**config.mk**
```make
export PLATFORM = sky130hd
export DESIGN_NAME = control_sequencer
export DESIGN_NICKNAME = d
export VERILOG_FILES = /design/src/rtl/cpu_pkg.sv /design/src/rtl/ctrl_decode.sv /design/src/rtl/control_sequencer.sv
export SDC_FILE = /design/constraint.sdc
export NUM_CORES = 1
export LEC_CHECK = 0
export ABC_AREA = 1
export CAP_MARGIN = 15
export CORE_UTILIZATION = 30
export CTS_BUF_LIST = sky130_fd_sc_hd__clkbuf_8
export DETAILED_ROUTE_END_ITERATION = 12
export PLACE_DENSITY = 0.63
export SLEW_MARGIN = 20
export SYNTH_ARGS = -nofsm -noshare
export SYNTH_HDL_FRONTEND = slang
export SYNTH_SLANG_ARGS = --single-unit
```
**constraint.sdc**
```tcl
create_clock -name Clock -period 2 [get_ports Clock]
set_input_delay 0.4 -clock Clock [delete_from_list [all_inputs] [get_ports Clock]]
set_output_delay 0.4 -clock Clock [all_outputs]
set_load 0.05 [all_outputs]
```
**src/rtl/cpu_pkg.sv**
```systemverilog
// Shared definitions for the bus-CPU control unit: opcodes, IR field offsets,
// sequencer state encoding and the bundle of datapath strobes.
package cpu_pkg;

  localparam int OPC_W      = 5;
  localparam int ALUOP_W    = 5;
  localparam int IR_OPC_LSB = 27;
  localparam int IR_RA_LSB  = 23;
  localparam int IR_RB_LSB  = 19;
  localparam int IR_RC_LSB  = 15;
  localparam int IR_C_W     = 19;

  localparam logic [OPC_W-1:0] OPC_LD   = 5'b00000;
  localparam logic [OPC_W-1:0] OPC_LDI  = 5'b00001;
  localparam logic [OPC_W-1:0] OPC_ST   = 5'b00010;
  localparam logic [OPC_W-1:0] OPC_ADD  = 5'b00011;
  localparam logic [OPC_W-1:0] OPC_SUB  = 5'b00100;
  localparam logic [OPC_W-1:0] OPC_SHR  = 5'b00101;
  localparam logic [OPC_W-1:0] OPC_SHL  = 5'b00110;
  localparam logic [OPC_W-1:0] OPC_ROR  = 5'b00111;
  localparam logic [OPC_W-1:0] OPC_ROL  = 5'b01000;
  localparam logic [OPC_W-1:0] OPC_AND  = 5'b01001;
  localparam logic [OPC_W-1:0] OPC_OR   = 5'b01010;
  localparam logic [OPC_W-1:0] OPC_ADDI = 5'b01011;
  localparam logic [OPC_W-1:0] OPC_NOP  = 5'b11010;
  localparam logic [OPC_W-1:0] OPC_HALT = 5'b11011;

  localparam logic [ALUOP_W-1:0] ALU_ADD = ALUOP_W'(OPC_ADD);

  typedef enum logic [3:0] {
    ST_RST    = 4'd0,
    ST_T0     = 4'd1,
    ST_T1     = 4'd2,
    ST_T2     = 4'd3,
    ST_T3     = 4'd4,
    ST_T4     = 4'd5,
    ST_T5     = 4'd6,
    ST_T6     = 4'd7,
    ST_T7     = 4'd8,
    ST_HALTED = 4'd9
  } state_e;

  typedef enum logic [2:0] {
    CLS_NOP  = 3'd0,
    CLS_ALU  = 3'd1,
    CLS_ADDI = 3'd2,
    CLS_LD   = 3'd3,
    CLS_ST   = 3'd4,
    CLS_HALT = 3'd5
  } iclass_e;

  typedef struct packed {
    logic               run;
    logic               pc_out;
    logic               pc_in;
    logic               inc_pc;
    logic               mar_in;
    logic               mdr_in;
    logic               mdr_out;
    logic               read;
    logic               write;
    logic               ir_in;
    logic               y_in;
    logic               z_in;
    logic               zlow_out;
    logic               gra;
    logic               grb;
    logic               grc;
    logic               r_in;
    logic               r_out;
    logic               ba_out;
    logic               c_out;
    logic [ALUOP_W-1:0] alu_op;
  } ctrl_t;

  localparam ctrl_t CTRL_IDLE = '0;

  function automatic logic [OPC_W-1:0] ir_opcode(input logic [31:0] ir);
    return ir[IR_OPC_LSB +: OPC_W];
  endfunction

endpackage

```
**src/rtl/ctrl_decode.sv**
```systemverilog
// Opcode to instruction-class decode. LDI and every unlisted opcode behave
// as NOP: the sequencer fetches them and writes nothing.
module ctrl_decode
  import cpu_pkg::*;
(
  input  logic [OPC_W-1:0] opcode,
  output iclass_e          iclass
);

  always_comb begin
    iclass = CLS_NOP;
    case (opcode)
      OPC_ADD, OPC_SUB, OPC_SHR, OPC_SHL,
      OPC_ROR, OPC_ROL, OPC_AND, OPC_OR:  iclass = CLS_ALU;
      OPC_ADDI:                           iclass = CLS_ADDI;
      OPC_LD:                             iclass = CLS_LD;
      OPC_ST:                             iclass = CLS_ST;
      OPC_HALT:                           iclass = CLS_HALT;
      OPC_NOP, OPC_LDI:                   iclass = CLS_NOP;
      default:                            iclass = CLS_NOP;
    endcase
  end

endmodule

```
**src/rtl/control_sequencer.sv**
```systemverilog
// Hardwired Moore control unit: T0..T7 sequencer with memory wait states.
// Strobes are registered from the next state, so they change only on Clock.
module control_sequencer
  import cpu_pkg::*;
(
  input  logic               Clock,
  input  logic               Reset_n,
  input  logic [31:0]        IR,
  input  logic               Mem_ready,
  output logic               Run,
  output logic               PCout,
  output logic               PCin,
  output logic               IncPC,
  output logic               MARin,
  output logic               MDRin,
  output logic               MDRout,
  output logic               Read,
  output logic               Write,
  output logic               IRin,
  output logic               Yin,
  output logic               Zin,
  output logic               Zlowout,
  output logic               Gra,
  output logic               Grb,
  output logic               Grc,
  output logic               Rin,
  output logic               Rout,
  output logic               BAout,
  output logic               Cout,
  output logic [ALUOP_W-1:0] alu_op
);

  state_e           state_reg, state_next;
  iclass_e          cls_reg, cls_next, dec_cls;
  logic [OPC_W-1:0] opc_reg, opc_next, ir_opc;
  ctrl_t            ctrl_reg, ctrl_next;
  logic             unused_ir_bits;

  assign ir_opc         = ir_opcode(IR);
  assign unused_ir_bits = ^IR[IR_OPC_LSB-1:0];

  ctrl_decode u_decode (
    .opcode (ir_opc),
    .iclass (dec_cls)
  );

  function automatic ctrl_t strobes(input state_e st, input iclass_e cls,
                                    input logic [OPC_W-1:0] opc, input logic pc_first);
    ctrl_t c;
    c     = CTRL_IDLE;
    c.run = 1'b1;
    case (st)
      ST_T0: begin
        c.pc_out = 1'b1; c.mar_in = 1'b1; c.inc_pc = 1'b1; c.z_in = 1'b1;
        c.alu_op = ALU_ADD;
      end
      ST_T1: begin
        c.zlow_out = 1'b1; c.read = 1'b1; c.mdr_in = 1'b1; c.pc_in = pc_first;
      end
      ST_T2: begin
        c.mdr_out = 1'b1; c.ir_in = 1'b1;
      end
      ST_T3: begin
        if (cls inside {CLS_ALU, CLS_ADDI}) begin
          c.grb = 1'b1; c.r_out = 1'b1; c.y_in = 1'b1;
        end else if (cls inside {CLS_LD, CLS_ST}) begin
          c.grb = 1'b1; c.ba_out = 1'b1; c.y_in = 1'b1;
        end
      end
      ST_T4: begin
        c.z_in = 1'b1;
        if (cls == CLS_ALU) begin
          c.grc = 1'b1; c.r_out = 1'b1; c.alu_op = ALUOP_W'(opc);
        end else begin
          c.c_out = 1'b1; c.alu_op = ALU_ADD;
        end
      end
      ST_T5: begin
        c.zlow_out = 1'b1;
        if (cls inside {CLS_ALU, CLS_ADDI}) begin
          c.gra = 1'b1; c.r_in = 1'b1;
        end else begin
          c.mar_in = 1'b1;
        end
      end
      ST_T6: begin
        c.mdr_in = 1'b1;
        if (cls == CLS_LD) c.read = 1'b1;
        else begin
          c.gra = 1'b1; c.r_out = 1'b1;
        end
      end
      ST_T7: begin
        if (cls == CLS_LD) begin
          c.mdr_out = 1'b1; c.gra = 1'b1; c.r_in = 1'b1;
        end else begin
          c.write = 1'b1;
        end
      end
      default: c = CTRL_IDLE;
    endcase
    return c;
  endfunction

  // The class is captured on the T2->T3 edge and held for the rest of the instruction.
  always_comb begin
    cls_next = (state_reg == ST_T2) ? dec_cls : cls_reg;
    opc_next = (state_reg == ST_T2) ? ir_opc  : opc_reg;
  end

  always_comb begin
    state_next = ST_RST;
    case (state_reg)
      ST_RST: state_next = ST_T0;
      ST_T0:  state_next = ST_T1;
      ST_T1:  state_next = Mem_ready ? ST_T2 : ST_T1;
      ST_T2:  state_next = ST_T3;
      ST_T3: begin
        case (cls_reg)
          CLS_ALU, CLS_ADDI, CLS_LD, CLS_ST: state_next = ST_T4;
          CLS_HALT:                          state_next = ST_HALTED;
          default:                           state_next = ST_T0;
        endcase
      end
      ST_T4:  state_next = ST_T5;
      ST_T5:  state_next = (cls_reg inside {CLS_LD, CLS_ST}) ? ST_T6 : ST_T0;
      ST_T6: begin
        if (cls_reg == CLS_LD) state_next = Mem_ready ? ST_T7 : ST_T6;
        else                   state_next = ST_T7;
      end
      ST_T7: begin
        if (cls_reg == CLS_ST) state_next = Mem_ready ? ST_T0 : ST_T7;
        else                   state_next = ST_T0;
      end
      ST_HALTED: state_next = ST_HALTED;
      default:   state_next = ST_RST;
    endcase
  end

  // PCin only on entry to T1 from T0, never while T1 waits on memory.
  assign ctrl_next = strobes(state_next, cls_next, opc_next, state_reg == ST_T0);

  always_ff @(posedge Clock or negedge Reset_n) begin
    if (!Reset_n) begin
      state_reg <= ST_RST;
      cls_reg   <= CLS_NOP;
      opc_reg   <= '0;
      ctrl_reg  <= CTRL_IDLE;
    end else begin
      state_reg <= state_next;
      cls_reg   <= cls_next;
      opc_reg   <= opc_next;
      ctrl_reg  <= ctrl_next;
    end
  end

  assign Run     = ctrl_reg.run;
  assign PCout   = ctrl_reg.pc_out;
  assign PCin    = ctrl_reg.pc_in;
  assign IncPC   = ctrl_reg.inc_pc;
  assign MARin   = ctrl_reg.mar_in;
  assign MDRin   = ctrl_reg.mdr_in;
  assign MDRout  = ctrl_reg.mdr_out;
  assign Read    = ctrl_reg.read;
  assign Write   = ctrl_reg.write;
  assign IRin    = ctrl_reg.ir_in;
  assign Yin     = ctrl_reg.y_in;
  assign Zin     = ctrl_reg.z_in;
  assign Zlowout = ctrl_reg.zlow_out;
  assign Gra     = ctrl_reg.gra;
  assign Grb     = ctrl_reg.grb;
  assign Grc     = ctrl_reg.grc;
  assign Rin     = ctrl_reg.r_in;
  assign Rout    = ctrl_reg.r_out;
  assign BAout   = ctrl_reg.ba_out;
  assign Cout    = ctrl_reg.c_out;
  assign alu_op  = ctrl_reg.alu_op;

endmodule

```
==> results.txt <==
----------------------------------------------------
[Outcome]
  Run status ... finished clean

[STA]
  Portion of the clock cycle consumed by the worst path in the final layout ... 90.7%
  Final worst clock skew ... 0.00778 ns
  Transition at the pin with the smallest max-transition slack ... 0.499 ns
  RSZ-0062 raised after global routing ... false
  Final-report setup violation count ... 0
  Sum of negative setup slack ... 0 ns
  Crit path time final ... 1.81 ns
  Final Max Tran Viols ... 0
  Hold WS ... 0.510 ns
  Maximum clock frequency ... 0.551 GHz
  Headroom to the max-slew limit ... 66.7%
  Fin. Hold Viols ... 0

[Place]
  Number of placed instances, taps included ... 303
  RD Place Congestion ... 0.857
  Port buffer count ... 32
  Half-perimeter wire length after placement ... 2.35 mm

[Finish]
  Growth of design area from synthesis to finish ... 30.5%
  Final-layout fill cell count ... 554
  Commonest non-fill, non-tap cell in the layout ... sky130_fd_sc_hd__nand2_1
  Total inserted antenna cells ... 0
  Most frequent cells in the layout ... 45 x sky130_fd_sc_hd__nand2_1, 35 x sky130_fd_sc_hd__dfrtp_1, 32 x sky130_fd_sc_hd__clkdlybuf4s50_1, 25 x sky130_fd_sc_hd__inv_1, 22 x sky130_fd_sc_hd__nor2_1
  Final Net Count ... 276
  Non-filler instance count after layout ... 310
  Share of final-layout standard cells stronger than drive strength 1 ... 20.6%

[Detailed routing]
  Via count normalized by instance count ... 4.12
  Wire length after detailed routing ... 3.12 mm
  DR DRC count ... 0
  Via total after detailed routing ... 1,277
  Number of iterations in the first detailed-routing pass ... 4
  DR WL/cell ... 10.1 um
  Initial DRC Count ... 61
  Post-route ant nets ... 0

[Power]
  Total Power ... 3.23 mW
  Maximum VDD drop ... 0.602 mV
  Pwr/cell area ... 1430 nW/um^2
  Leakage power ... 1.21 nW

[Clock network]
  Cts repair resizes ... 0
  Maximum level of the CTS H-tree ... 2
  TritonCTS buffer count ... 5
  Sinks on the clock net ... 35
  Buffers inserted during post-CTS setup optimization ... 0
  Clock tree from TritonCTS ... yes
  Max Root-Sink Buffers ... 2
  CTS clock-pin slew for the worst setup and hold paths ... 0.07 ns
  Hold_buf cts ... 0
  Worst-skew pair later-pin latency ... 0.29 ns
  Clock root buffer master ... sky130_fd_sc_hd__clkbuf_8

[Critical path]
  Required time of the critical path ... 1.60 ns
  Category of the worst setup path launch point ... flop
  Buf+Inv Stages, Crit Path ... 1
  Crit path DAT ... 1.41 ns
  Crit-path leading delay family ... buffers and inverters
  Maximum fanout along the worst path ... 2
  Largest stage delay on the critical path ... 0.80 ns
  Critical Path, Cell by Cell ... clkdlybuf4s50_1
  Type of the setup path with the least slack ... reg -> out
  Category of the worst setup path capture point ... primary output
  Cell with the largest stage delay on the worst path ... sky130_fd_sc_hd__clkdlybuf4s50_1

[Yosys]
  Synthesis-stage register bit count ... 35
  Multiplexer fraction of the synthesized cell area ... 0%
  Fraction of synthesis flops using an asynchronous set or reset pin ... 100%
  Synthesized instance count ... 195
  Synth Area in XOR/XNOR ... 0%
  Avg Synthesized Cell Area ... 8.89 um^2
  Arithmetic-cell share of the synthesized area counting full adders, half adders and majority gates ... 2.17%
  Area share of and/or/nand/nor cells after synthesis ... 34.1%
  Netlist cell types ... 25
  Compound-cell area share of the yosys netlist ... 5.13%
  Combined area of all synthesized cells ... 1730 um^2
  Number of nets in the synthesized netlist ... 233
  Top flip-flop cell by instance count after synthesis ... sky130_fd_sc_hd__dfrtp_1
  Dominant combinational cell family by area after synthesis ... simple AND/OR/NAND/NOR gates
  Register area share after synthesis ... 50.5%
  Synth warn ... 0
  Number of enable flip-flop cells after synthesis ... 0

[GRT]
  Global-route wire length before repair ... 5.41 mm
  Largest net degree at the start of global routing ... 36
  Antenna violations before repair ... 0
  Remaining global-route overflow ... 0
  Total routing usage reported by global routing ... 11.8%
  Vias in the first global route ... 1,200

[Floorplan]
  Die span in y ... 78 um
  Placement row count ... 27
  Horizontal die dimension ... 78 um
  Area of the core ... 5540 um^2
  Effective utilization at floorplan ... 31.3%
  Ports placed on the boundary ... 60
  Die area ... 6080 um^2

[Hold path]
  Type of the worst min-delay path ... in -> async

[Flow run]
  Max Cap Viol ... 0

----------------------------------------------------
-- routing by layer --
layer  vias up  routed length, um  GRT usage (%)
met5         -                  0              0
met4         0                 79           7.04
met3         7                132           3.29
met2        29               1380           17.8
met1       559               1530           15.1
li1        682                  -              -
-- kinds of logic after synthesis --
| logic type | after synthesis |
|---|---|
| buffers and inverters | 34 |
| AO/OA/AOI/OAI | 14 |
| adder cells (fa/ha/maj) | 3 |
| AND/OR/NAND/NOR | 109 |
| flip-flops | 35 |
-- power by group --
group | leakage [nW] | internal [mW] | switching [mW]
clock | 0.0470 | 0.270 | 0.245
combinational | 0.706 | 0.542 | 1.13
sequential | 0.454 | 0.925 | 0.118
total | 1.21 | 1.74 | 1.49
-- Yosys cell counts (4+ instances only) --
| library cell | number | share of area, % |
|---|---|---|
| sky130_fd_sc_hd__inv_2 | 5 | 1.1 |
| sky130_fd_sc_hd__nor2_2 | 5 | 1.8 |
| sky130_fd_sc_hd__inv_1 | 25 | 5.4 |
| sky130_fd_sc_hd__nand3_1 | 11 | 3.2 |
| sky130_fd_sc_hd__nand2_4 | 4 | 2.6 |
| sky130_fd_sc_hd__nor2_1 | 22 | 4.8 |
| sky130_fd_sc_hd__dfrtp_1 | 35 | 51 |
| sky130_fd_sc_hd__nand2_1 | 45 | 9.7 |
| sky130_fd_sc_hd__o21ai_0 | 8 | 2.3 |
| sky130_fd_sc_hd__nand2_2 | 6 | 2.2 |
| sky130_fd_sc_hd__nand3_2 | 5 | 2.9 |
-- cell type report --
type	instances	area [um^2]	area share, %
clock buffers	6	82.6	3.65
clock inverters	1	5.00	0.221
inverters	31	118	5.20
multi-input cells	126	717	31.7
flip-flops and latches	35	876	38.7
well taps	72	90.1	3.98
repair buffers	39	373	16.5
-- final timing paths --
| path | start | end | slack [ns] | cells after the start |
|---|---|---|---|---|
| min reg2reg | opc_reg[0]$_DFF_PN0_ | opc_reg[0]$_DFF_PN0_ | 0.51 | 2 |
| min in group Clock | opc_reg[0]$_DFF_PN0_ | opc_reg[0]$_DFF_PN0_ | 0.51 | 2 |
| max | Grb$_DFF_PN0_ | Grb | 0.19 | 1 |
| max reg2reg | state_reg[2]$_DFF_PN0_ | alu_op[0]$_DFF_PN0_ | 0.36 | 8 |
| max in group asynchronous | Reset_n | alu_op[1]$_DFF_PN0_ | 1.17 | 2 |
| min | Reset_n | alu_op[2]$_DFF_PN0_ | 0.51 | 2 |
-- stage by stage --
step / setup WS, ns / area, um^2 / util (%)
final: 0.187 / 2260 / 40.8
after global routing: 0.0344 / 2260 / 40.8
after CTS: 0.174 / 2260 / 40.8
after detailed placement: -0.110 / 2170 / 39.2
after global placement: -0.0974 / 2170 / 39.2
after floorplan: 0.529 / 1730 / -
Power figures use the tool's default switching activity.
